$ cat src/rtl/sync_fifo_param.sv
// sync_fifo_param: parametrised single-clock FIFO for the USB bulk endpoint to
// SD block-write datapath. Tracks occupancy, raises almost-full/almost-empty
// watermarks and latches sticky overflow/underflow flags; supports a flush.
// Optional build macro SYNC_FIFO_FWFT_EN selects first-word-fall-through
// read data; without it read_data is registered with 1-cycle latency.
module sync_fifo_param #(
  parameter int WIDTH     = 8,
  parameter int DEPTH     = 16,
  parameter int AF_THRESH = DEPTH - 2,
  parameter int AE_THRESH = 2
) (
  input  logic                     clk,
  input  logic                     n_rst,
  input  logic                     clear,
  input  logic                     write_enable,
  input  logic [WIDTH-1:0]         write_data,
  input  logic                     read_enable,
  output logic [WIDTH-1:0]         read_data,
  output logic                     fifo_empty,
  output logic                     fifo_full,
  output logic                     almost_full,
  output logic                     almost_empty,
  output logic [$clog2(DEPTH):0]   count,
  output logic                     overflow,
  output logic                     underflow
);

  localparam int AW = $clog2(DEPTH);
  localparam int CW = AW + 1;

  // Reject configurations whose watermarks or depth make no sense.
  if (DEPTH < 2 || (DEPTH & (DEPTH - 1)) != 0) begin : g_bad_depth
    $error("sync_fifo_param: DEPTH must be a power of two >= 2");
  end
  if (!(AE_THRESH > 0 && AE_THRESH < AF_THRESH && AF_THRESH <= DEPTH)) begin : g_bad_thresh
    $error("sync_fifo_param: need 0 < AE_THRESH < AF_THRESH <= DEPTH");
  end

  logic [WIDTH-1:0] mem [DEPTH];
  logic [AW-1:0]    wptr, rptr;
  logic             wr_ok, rd_ok;

  // A full FIFO still takes a write when a read frees the slot in the same
  // cycle; a write into an empty FIFO never makes a same-cycle read legal.
  assign wr_ok = write_enable & (~fifo_full | read_enable);
  assign rd_ok = read_enable & ~fifo_empty;

  // Flags decode only the registered count, so they move with count.
  assign fifo_empty   = (count == '0);
  assign fifo_full    = (count == CW'(DEPTH));
  assign almost_full  = (count >= CW'(AF_THRESH));
  assign almost_empty = (count <= CW'(AE_THRESH));

  // Storage array; no reset needed since count gates every read.
  always_ff @(posedge clk) begin
    if (n_rst && !clear && wr_ok) mem[wptr] <= write_data;
  end

  // Pointers, occupancy and sticky error flags.
  always_ff @(posedge clk) begin
    if (!n_rst || clear) begin
      wptr      <= '0;
      rptr      <= '0;
      count     <= '0;
      overflow  <= 1'b0;
      underflow <= 1'b0;
    end else begin
      if (wr_ok) wptr <= wptr + AW'(1);
      if (rd_ok) rptr <= rptr + AW'(1);
      unique case ({wr_ok, rd_ok})
        2'b10:   count <= count + CW'(1);
        2'b01:   count <= count - CW'(1);
        default: count <= count;
      endcase
      if (write_enable && !wr_ok) overflow  <= 1'b1;
      if (read_enable && !rd_ok)  underflow <= 1'b1;
    end
  end

`ifdef SYNC_FIFO_FWFT_EN
  // Show-ahead: the head word is presented whenever the FIFO holds data.
  always_comb begin
    read_data = '0;
    if (!fifo_empty) read_data = mem[rptr];
  end
`else
  logic [WIDTH-1:0] rd_q;

  // Registered read port; holds its value when no read is accepted.
  always_ff @(posedge clk) begin
    if (!n_rst || clear) rd_q <= '0;
    else if (rd_ok)      rd_q <= mem[rptr];
  end

  assign read_data = rd_q;
`endif

endmodule

$ cat config.mk
export PLATFORM = sky130hd
export DESIGN_NAME = sync_fifo_param
export DESIGN_NICKNAME = d
export VERILOG_FILES = /design/src/rtl/sync_fifo_param.sv
export SDC_FILE = /design/constraint.sdc
export NUM_CORES = 1
export LEC_CHECK = 0
export BUFFER_PORTS_ARGS = -buffer_cell sky130_fd_sc_hd__buf_2
export CAP_MARGIN = 20
export CORE_AREA = 2 2 121 123
export DETAILED_ROUTE_END_ITERATION = 8
export DIE_AREA = 0 0 123 125
export PLACE_DENSITY = 0.65
export SKIP_LAST_GASP = 1
export SYNTH_ARGS = -nofsm -noshare
export SYNTH_HDL_FRONTEND = slang
export SYNTH_SLANG_ARGS = --single-unit
$ cat constraint.sdc
create_clock -name clk -period 9 [get_ports clk]
set_clock_uncertainty 0.05 [all_clocks]
set_input_delay 0.45 -clock clk [delete_from_list [all_inputs] [get_ports clk]]
set_output_delay 0.45 -clock clk [all_outputs]
set_load 0.1 [all_outputs]
Word-level counts from Yosys, hierarchy flattened. Memory sizes are Yosys's and may differ from the RTL's. A register that Yosys moved wholly into a read port is not among the register bits. Index checks and enable logic that the tools add are counted.

Register bits after elaboration: 15. Bits in latches: 0. ROM bits: 0. Word-level logic and storage cells: 34. Input bits: 13. Memories kept: 1. Memory bits (writable): 128.

Reduce and logical (&&, ||, !) cells: 11. Div/mod/pow operators: 0. Multipliers: 0. Add/subtract/negate cells: 4. Bitwise gates (word level): 5. Magnitude comparators: 2. Equal/unequal tests: 3. Shift operators: 0. Muxes and demuxes: 3.

Memories: mem (depth 16, bits a word 8, read ports 1, clocked after memory_dff 1, wr ports 1, line 39) `logic [WIDTH-1:0] mem [DEPTH];`.

Operators by type and width (number): $pmux W5 S2 (1); $add A4 B1 Y4 const B (2); $add A5 B1 Y5 const B (1); $eq A5 B5 Y1 const B (1); $ge A5 B4 Y1 const B (1); $le A5 B2 Y1 const B (1); $logic_not A5 Y1 (1); $sub A5 B1 Y5 const B (1); $logic_and A1 B1 Y1 (4); $logic_not A1 Y1 (4); $and A1 B1 Y1 (2); $eq A2 B1 Y1 const B (1); $eq A2 B2 Y1 const B (1); $mux W1 (2); $not A1 Y1 (2); $reduce_bool A2 Y1 (1); $logic_or A1 B1 Y1 (1); $or A1 B1 Y1 (1).

Logic depth before layout (Yosys ltp). Gate-level depths: netlist (run 1).

Word-level depth: 7. Depth in mapped cells: 11. Gate-level depth less buffers: 9.

Worst setup path before layout (run 1). OpenSTA, ideal clock, no wires.

Path type: register to output. From: register count[1]. To: output port almost_empty. Stages on the path, launching flop included: 2. Setup slack: 2.942 ns. Data arrival time: 5.558 ns. Required time: 8.500 ns. Cell sequence: dfxtp_1 -> a2111oi_0.

Longest elaborated chain between the ends: 1.

RTL lines: from (decl) (line 23) `output logic [$clog2(DEPTH):0] count,`; from (signal assigned) (line 71) `2'b10: count <= count + CW'(1);`; from (signal assigned) (line 72) `2'b01: count <= count - CW'(1);`; from (signal assigned) (line 73) `default: count <= count;`; $le A5 B2 Y1 (line 52) `assign almost_empty = (count <= CW'(AE_THRESH));`; to (decl) (line 22) `output logic almost_empty,`.

No other way between the ends.

Worst setup path in the final report (run 1).
From: register count[0]. To: register count[4].

Longest elaborated chain between the ends: 6.

RTL lines: $eq A5 B5 Y1 (line 50) `assign fifo_full = (count == CW'(DEPTH));`; $not A1 Y1 (line 45) `assign wr_ok = write_enable & (~fifo_full | read_enable);`; $or A1 B1 Y1 (line 45); $and A1 B1 Y1 (line 45); $eq A2 B1 Y1 / $eq A2 B2 Y1 (equally long branches) (line 70) `unique case ({wr_ok, rd_ok})`; $pmux W5 S2 / $reduce_bool A2 Y1 (equally long branches).

Parallel ways exist; a longest one is shown, timed or not. A chain may end at the register's enable or synchronous reset.

==> results of run 1 <==
-- routing by layer --
| metal | global-route usage | vias to the layer above | share of wire |
|---|---|---|---|
| met5 | 0 | - | 0 |
| met1 | 0.223 | 1617 | 0.41 |
| met4 | 0.0481 | 0 | 0.014 |
| met3 | 0.0470 | 9 | 0.062 |
| li1 | - | 1516 | - |
| met2 | 0.280 | 90 | 0.51 |
-- area by class of cell --
| type | count | area [um2] |
|---|---|---|
| fill | 1188 | 7280 |
| timing repair buffer | 34 | 178 |
| clock inverter | 15 | 139 |
| clock buffer | 17 | 425 |
| multi-input combinational | 197 | 1630 |
| tap | 184 | 230 |
| sequential | 151 | 4310 |
| inverter | 5 | 18.8 |
-- final timing paths --
check        cells after the start  slack, ps         to        start
max                              9       5600   count[4]     count[0]
min                              3        320  underflow  read_enable
max reg2reg                      9       5600   count[4]     count[0]
min reg2reg                      2        420   overflow     overflow
-- critical path: cells and delay by family (launching register included) --
family / cells / cell delay, ps
DFF: 1 / 380
AOI/OAI and AO/OA: 3 / 740
and+or+nand+nor: 1 / 770
muxes: 2 / 450
buffers and inverters: 1 / 200
adders and majority gates: 2 / 740
-- sequential cells by signal (all words and copies together) (netlist names) --
| signal | flops |
|---|---|
| mem | 128 |
| overflow | 1 |
| read_data | 8 |
| count | 5 |
| underflow | 1 |
| rptr | 4 |
| wptr | 4 |
-- logic make-up after synthesis --
family	count (synthesis)
flops	151
simple gates	70
compound gates	58
mux	51
buf+inv	25
fa+ha+maj	10
xor+xnor	8
-- through the flow --
stage | setup slack, ps | util | instance area, um2 | hold WS (ps)
after floorplan | 2940 | - | 6060 | 427
after global placement | 5730 | 0.448 | 6360 | 399
after detailed placement | 5630 | 0.448 | 6360 | 413
after CTS | 5610 | 0.488 | 6930 | 294
after global routing | 5420 | 0.488 | 6930 | 343
final | 5600 | 0.488 | 6930 | 318
-- cells in the final DEF (no fill, tap or decap), types with 4 or more instances in the layout --
master       n
a21oi_1     14
a22oi_1      8
buf_2       31
clkbuf_16   17
dfxtp_1     22
edfxtp_1   128
ha_1         9
inv_6        5
mux2i_1     35
mux4_2      16
nand2_1     11
nand3_1      5
nor2_1      32
nor2b_1      4
nor3_1       9
o21ai_1      7
o22ai_1     16
xor2_1       5
-- report_power, final --
group / total (W) / switching, W / internal (W)
combinational: 0.0000687 / 0.0000530 / 0.0000157
clock: 0.000667 / 0.000303 / 0.000365
sequential: 0.000765 / 0.00000327 / 0.000761
==> reports/qor.txt, run 1 <==
Hold Vio Cnt, Final - 0
Synth top cells by count - 128 x edfxtp_1, 35 x mux2i_1, 32 x nor2_1
Top Ports - 32
Yosys reg bits - 151
Crit Path Max Fanout - 12
Lkg Pwr - 2.26 nW
Antenna Cells - 0
largest net degree at the start of global routing - 51
DR vias/cell - 5.36
count of different cell masters after synthesis - 40
Synth Area in Adders - 0.0219
Die H - 125 um
ratio of cells with drive above 1 in the final layout - 0.215
Synth top area share - 0.634
Avg WL per Cell - 20.2 um
largest area contributor in the netlist - edfxtp_1
grt total ovfl - 0
mean post-synth cell area - 16.2 um2
final wirelength - 12200 um
synthesis-to-layout area growth - 14.3%
Skew-Pair Late Insertion Delay - 420 ps
status - completed
port buffer count - 31
warnings from Yosys - 0
CTS root buffer - clkbuf_16
total track usage - 0.170
initial antenna violation count - 0
Initial Utilization - 0.427
Chip Width - 123 um
Final Power - 0.00150 W
CTS H-tree lvls - 4
Post-Syn Instances - 373
Peak VDD IR - 0.000118 V
DRT antenna net count - 0
vias in the first global route - 3268
Post-Synth Simple-Gate Area - 0.0527
critical path data required time - 9300 ps
gp weighted congestion - 0.841
Non-Filler Instances - 603
CP dominant cell by count - mux2i_1
Longest Clk Path Bufs - 2
post-synthesis xor/xnor area fraction - 0.0116
Post-Syn Nets - 396
sequential-to-total area share from yosys stat - 0.710
first-pass GRT wire length - 19000 um
Slowest-stage cell, CP - or4_1
worst path cell trace - or4_1, o21ai_4, inv_2, ha_1, fa_1, a21o_1, a21oi_1, mux2i_1, mux2i_1
CTS resizes - 0
setup violators final - 0
clock sinks - 151
RSZ-0062 raised after global routing - false
final setup TNS - 0 ps
top post-synthesis cells by area - edfxtp_1 63%, dfxtp_1 7.6%, mux4_2 5.9%, mux2i_1 5.8%, nor2_1 2.0%
crit-path max cell delay - 770 ps
# Max-Cap Violations - 0
CP arrival - 3700 ps
Num CTS Buffers - 17
Setup Crit Path Kind - flop to flop
period utilization - 0.378
DR DRC count - 0
number of synthesized flops with an enable pin - 128
compound-gate portion of the synthesized area - 0.0655
initial drt markers - 210
ys async rst share - 0
PwrDens - 217 nW/um2
CP Capture Type - flop
critical path startpoint category - flop
Row Count - 44
largest family of logic cells by synthesized area - multiplexers
Final Slew Violations - 0
CTS tree - built
prevailing post-synth register cell - edfxtp_1
mapped cell area - 6060 um2
Hold-fix buffers, CTS - 0
total number of vias - 3232
Worst-Margin Slew - 944 ps
Clock transition at path regs - 60 ps
fmax - 294 MHz
Final min period - 3400 ps
Post-DP HPWL - 7710 um
Post CTS Setup Buffer Count - 0
Slew headroom - 0.368
post-synthesis mux area share - 0.117
Final #Nets - 429
placed cell count - 571
hold crit path type - input pin to flop
core area - 14200 um2
Pre-antenna DRT Iters - 4
Die Area - 15400 um2
most frequent cell after synthesis - edfxtp_1
Note: power is estimated with default switching activity, not from simulation.
==> inputs of run 2 (changes only) <==
clock period = 3.6 ns   (was 9 ns; I/O delays follow)
==> reports/qor.txt, run 2 (synthesis gave the netlist of run 1 again) <==
switching power - 0.000809 W (+130%)
most frequent cells in the layout - 128 x edfxtp_1, 35 x mux2i_1, 32 x nor2_1, 31 x buf_2, 22 x dfxtp_1
Pre-antenna DRT Iters - 5 (+1)
Worst-Margin Slew - 911 ps (-32.8 ps)
Final min period - 3120 ps (-281 ps)
CP top delay family - simple AND/OR/NAND/NOR gates
most common cell after layout, fill and taps aside - edfxtp_1
fillers - 1184 (-0.34%)
buffers and inverters on the worst path - 1 (unchanged)
Slowest-stage cell, CP - or4_1
clock sinks - 151 (unchanged)
initial antenna violation count - 0 (unchanged)
final setup TNS - 0 ps (unchanged)
fmax - 320 MHz (+9.0%)
largest net degree at the start of global routing - 28 (-45%)
Post CTS Setup Buffer Count - 0 (unchanged)
Hold Vio Cnt, Final - 0 (unchanged)
Longest Clk Path Bufs - 2 (unchanged)
core area - 14200 um2 (unchanged)
hold crit path type - input pin to flop
Num CTS Buffers - 17 (unchanged)
CTS root buffer - clkbuf_16
CTS H-tree lvls - 4 (unchanged)
final wirelength - 11700 um (-3.6%)
Gate power share - 0.044 (-0.002)
Switching Fraction - 0.211 (-0.0285)
Sequential Power Share - 0.498 (-0.012)
critical path startpoint category - flop
Row Count - 44 (unchanged)
vias in the first global route - 3352 (+2.6%)
Peak VDD IR - 0.000322 V (+170%)
gp weighted congestion - 0.837 (-0.40%)
grt total ovfl - 0 (unchanged)
CP dominant cell by count - mux2i_1
worst path cell trace - or4_1, o21ai_4, inv_2, ha_1, fa_1, a21o_1, a21oi_1, mux2i_1, mux2i_1
Final Slew Violations - 0 (unchanged)
clock power share - 0.457 (+0.012)
first-pass GRT wire length - 18900 um (-0.22%)
Fin Hold WS - 52.1 ps (-266 ps)
Int Power - 0.00303 W (+170%)
RSZ-0062 raised after global routing - false
# Max-Cap Violations - 0 (unchanged)
Final Power - 0.00384 W (+160%)
total number of vias - 3235 (+0.093%)
DR vias/cell - 5.35 (-0.24%)
period utilization - 0.867 (+0.489)
Antenna Cells - 0 (unchanged)
DR DRC count - 0 (unchanged)
Chip Width - 123 um (unchanged)
Lkg Pwr - 2.28 nW (+0.90%)
critical path data required time - 3890 ps (-5410 ps)
CP Capture Type - flop
Largest Register - mem
Core Util, Final - 0.491 (+0.00300)
ratio of cells with drive above 1 in the final layout - 0.211 (-0.00340)
total track usage - 0.167 (-0.00302)
Setup Crit Path Kind - flop to flop
status - completed
max reg flops - 128 (unchanged)
Post-DP HPWL - 7710 um (about the same)
Skew-Pair Late Insertion Delay - 410 ps (about the same)
Avg WL per Cell - 19.4 um (-3.9%)
Die H - 125 um (unchanged)
Crit Path Max Fanout - 11 (-1)
Slew headroom - 0.390 (+0.0219)
port buffer count - 31 (unchanged)
Final #Nets - 431 (+0.47%)
setup violators final - 0 (unchanged)
PwrDens - 551 nW/um2 (+150%)
CTS resizes - 0 (unchanged)
Die Area - 15400 um2 (unchanged)
crit-path max cell delay - 760 ps (about the same)
initial drt markers - 261 (+24%)
Initial Utilization - 0.427 (unchanged)
CTS tree - built
Hold-fix buffers, CTS - 0 (unchanged)
Top Ports - 32 (unchanged)
synthesis-to-layout area growth - 15.0%
DRT antenna net count - 0 (unchanged)
Clock transition at path regs - 60 ps (about the same)
CP arrival - 3410 ps (-290 ps)
run 2: cell types whose count changed in the layout (fill, tap and decap cells not counted), sizes merged:
cell | before | now
clkbuf | 17 | 19
buf | 34 | 36
inv | 13 | 7
bufinv | 0 | 3
clkinv | 5 | 6
run 2: final timing paths:
| kind | start | endpoint | slack (ps) | depth (start not counted) |
|---|---|---|---|---|
| worst max register to register | count[0] | count[4] | 480 | 9 |
| worst min register to register | overflow | overflow | 420 | 2 |
| worst min-delay path | read_enable | underflow | 50 | 3 |
| worst max-delay path | count[0] | count[4] | 480 | 9 |
run 2: final cells by class:
class	instances	area, um2	area share
Clock buffer	19	433	0.0621
Clock inverter	13	153	0.0219
Inverter	5	18.8	0.00269
Multi-Input combinational cell	197	1640	0.235
Sequential cell	151	4310	0.618
Tap cell	184	230	0.0330
Timing Repair Buffer	36	193	0.0277
run 2: worst reg2reg max path, stage by stage (launching register included):
cell     delay (ps)
dfxtp_1         380
or4_1           760
o21ai_4         220
inv_2           130
ha_1            310
fa_1            430
a21o_1          170
a21oi_1         160
mux2i_1         250
mux2i_1         190
run 2: metrics by stage:
| step | setup WS (ps) | std cells | cell area (um2) |
|---|---|---|---|
| floorplan | 256 | 373 | 6060 |
| global placement | 556 | 573 | 6380 |
| detailed placement | 499 | 573 | 6380 |
| CTS | 493 | 605 | 6970 |
| global route | 346 | 605 | 6970 |
| finish | 478 | 605 | 6970 |
run 2: per-layer routing:
| layer | GRT usage | part of all wire | vias up |
|---|---|---|---|
| met5 | 0 | 0 | - |
| met4 | 0.0528 | 0.014 | 0 |
| met3 | 0.0474 | 0.046 | 10 |
| met2 | 0.268 | 0.50 | 71 |
| met1 | 0.222 | 0.43 | 1636 |
| li1 | - | - | 1518 |
run 2: power groups by stage:
stage                     sequential [W]  clock [W]  combinational (W)
final                            0.00191    0.00176           0.000170
after global routing             0.00191    0.00186           0.000183
after CTS                        0.00191    0.00178           0.000171
after detailed placement         0.00195          0           0.000170
after global placement           0.00195          0           0.000166
after floorplan                  0.00199          0          0.0000859
==> inputs of run 3 (changes only) <==
PLACE_DENSITY = 0.63   (was 0.65)
==> reports/qor.txt, run 3 (synthesis gave the netlist of run 1 again) <==
status - completed
Die Area - 15400 um2 (unchanged)
CP arrival - 3370 ps (-40 ps)
WHS Endpoint - underflow
Num CTS Buffers - 17 (unchanged)
vias in the first global route - 3287 (-1.9%)
fillers - 1189 (+0.42%)
Chip Width - 123 um (unchanged)
placed cell count - 572 (-0.17%)
Final #Nets - 430 (-0.23%)
Post-DP HPWL - 7620 um (-1.2%)
total number of vias - 3261 (+0.80%)
critical path startpoint category - flop
period utilization - 0.854 (-0.0135)
synthesis-to-layout area growth - 14.7%
Top Ports - 32 (unchanged)
first-pass GRT wire length - 18900 um (-0.44%)
Register Area - 4310 um2 (unchanged)
Final min period - 3070 ps (-48.4 ps)
most common cell after layout, fill and taps aside - edfxtp_1
Initial Utilization - 0.427 (unchanged)
CTS resizes - 0 (unchanged)
initial drt markers - 227 (-13%)
Pre-antenna DRT Iters - 4 (-1)
max reg flops - 128 (unchanged)
# Max-Cap Violations - 0 (unchanged)
hold crit path type - input pin to flop
Register-to-Register Path Depth - 9 (unchanged)
hold path start - read_enable
DR DRC count - 0 (unchanged)
core area - 14200 um2 (unchanged)
DRT antenna net count - 0 (unchanged)
Core Util, Final - 0.489 (-0.00141)
ratio of cells with drive above 1 in the final layout - 0.210 (-0.00138)
DP Worst Slack - 509 ps (+10.4 ps)
Die H - 125 um (unchanged)
DR vias/cell - 5.41 (+1.1%)
Clock transition at path regs - 60 ps (about the same)
multi-input logic area - 1640 um2 (unchanged)
initial antenna violation count - 0 (unchanged)
CP Capture Type - flop
number of cells on the worst hold path - 3 (unchanged)
final wirelength - 12100 um (+3.5%)
PwrDens - 543 nW/um2 (-1.4%)
Slew headroom - 0.337 (-0.0532)
Largest Register - mem
Skew-Pair Late Insertion Delay - 410 ps (about the same)
clock sinks - 151 (unchanged)
reg-to-reg slack, setup - 530 ps (+50 ps)
total track usage - 0.170 (+0.00298)
gp weighted congestion - 0.836 (-0.12%)
final setup margin - 527 ps (+48.4 ps)
CTS H-tree lvls - 4 (unchanged)
CTS root buffer - clkbuf_16
Lkg Pwr - 2.26 nW (-0.63%)
grt total ovfl - 0 (unchanged)
setup violators final - 0 (unchanged)
Worst-Margin Slew - 991 ps (+79.5 ps)
Post CTS Setup Buffer Count - 0 (unchanged)
Longest Clk Path Bufs - 2 (unchanged)
Final Slew Violations - 0 (unchanged)
largest net degree at the start of global routing - 30 (+7.1%)
Avg WL per Cell - 20.1 um (+3.8%)
Fin Hold WS - 51.7 ps (-0.379 ps)
RSZ-0062 raised after global routing - false
fmax - 325 MHz (+1.6%)
Hold Vio Cnt, Final - 0 (unchanged)
Antenna Cells - 0 (unchanged)
Peak VDD IR - 0.000267 V (-17%)
r2r startpoint - count[0]
CTS tree - built
Hold-fix buffers, CTS - 0 (unchanged)
Setup Crit Path Kind - flop to flop
Crit Path Max Fanout - 11 (unchanged)
port buffer count - 31 (unchanged)
RR Endpoint - count[4]
most frequent cells in the layout - 128 x edfxtp_1, 35 x mux2i_1, 32 x nor2_1, 31 x buf_2, 22 x dfxtp_1
Non-Filler Instances - 603 (-0.33%)
Row Count - 44 (unchanged)
critical path data required time - 3900 ps (about the same)
final setup TNS - 0 ps (unchanged)
run 3: cell types whose count changed in the layout (fill, tap and decap cells not counted), sizes merged:
cell    delta
bufinv     -1
buf        -1
run 3: critical path, cell delays in order, from the launching register on:
cell     delay, ps
dfxtp_1        380
or4_1          760
o21ai_4        220
inv_2          130
ha_1           280
fa_1           430
a21o_1         170
a21oi_1        160
mux2i_1        240
mux2i_1        190
run 3: where the power goes:
part | internal, W | total (W) | leakage [nW] | switching (W)
registers | 0.00190 | 0.00191 | 1.34 | 0.00000824
logic | 0.0000406 | 0.000170 | 0.657 | 0.000130
clock network | 0.00101 | 0.00169 | 0.269 | 0.000677
run 3: area by class of cell:
type                            count  share of cell area
Tap cell                          184              0.0331
Sequential cell                   151               0.620
Inverter                            5             0.00270
Clock inverter                     12              0.0184
Clock buffer                       19              0.0623
Timing Repair Buffer               35              0.0285
Multi-Input combinational cell    197               0.235
run 3: worst max-delay path by stage:
stage | startpoint | endpoint | slack (ps) | cells after the start
finish | count[0] | count[4] | 530 | 9
global route | count[0] | count[4] | 310 | 9
CTS | count[0] | count[4] | 490 | 9
detailed placement | count[0] | count[4] | 510 | 9
global placement | count[0] | count[4] | 570 | 9
floorplan | count[0] | count[4] | 260 | 11
run 3: layer usage:
| layer | global-route usage | up-vias | routed length [um] |
|---|---|---|---|
| met5 | 0 | - | 0 |
| li1 | - | 1515 | - |
| met3 | 0.0461 | 8 | 617 |
| met4 | 0.0555 | 0 | 74 |
| met1 | 0.228 | 1663 | 5280 |
| met2 | 0.272 | 75 | 6170 |
run 3: per-stage QoR:
| step | instance area [um2] | power, W |
|---|---|---|
| after floorplan | 6060 | 0.00207 |
| after global placement | 6390 | 0.00212 |
| after detailed placement | 6390 | 0.00212 |
| after CTS | 6950 | 0.00380 |
| after global routing | 6950 | 0.00389 |
| final | 6950 | 0.00377 |
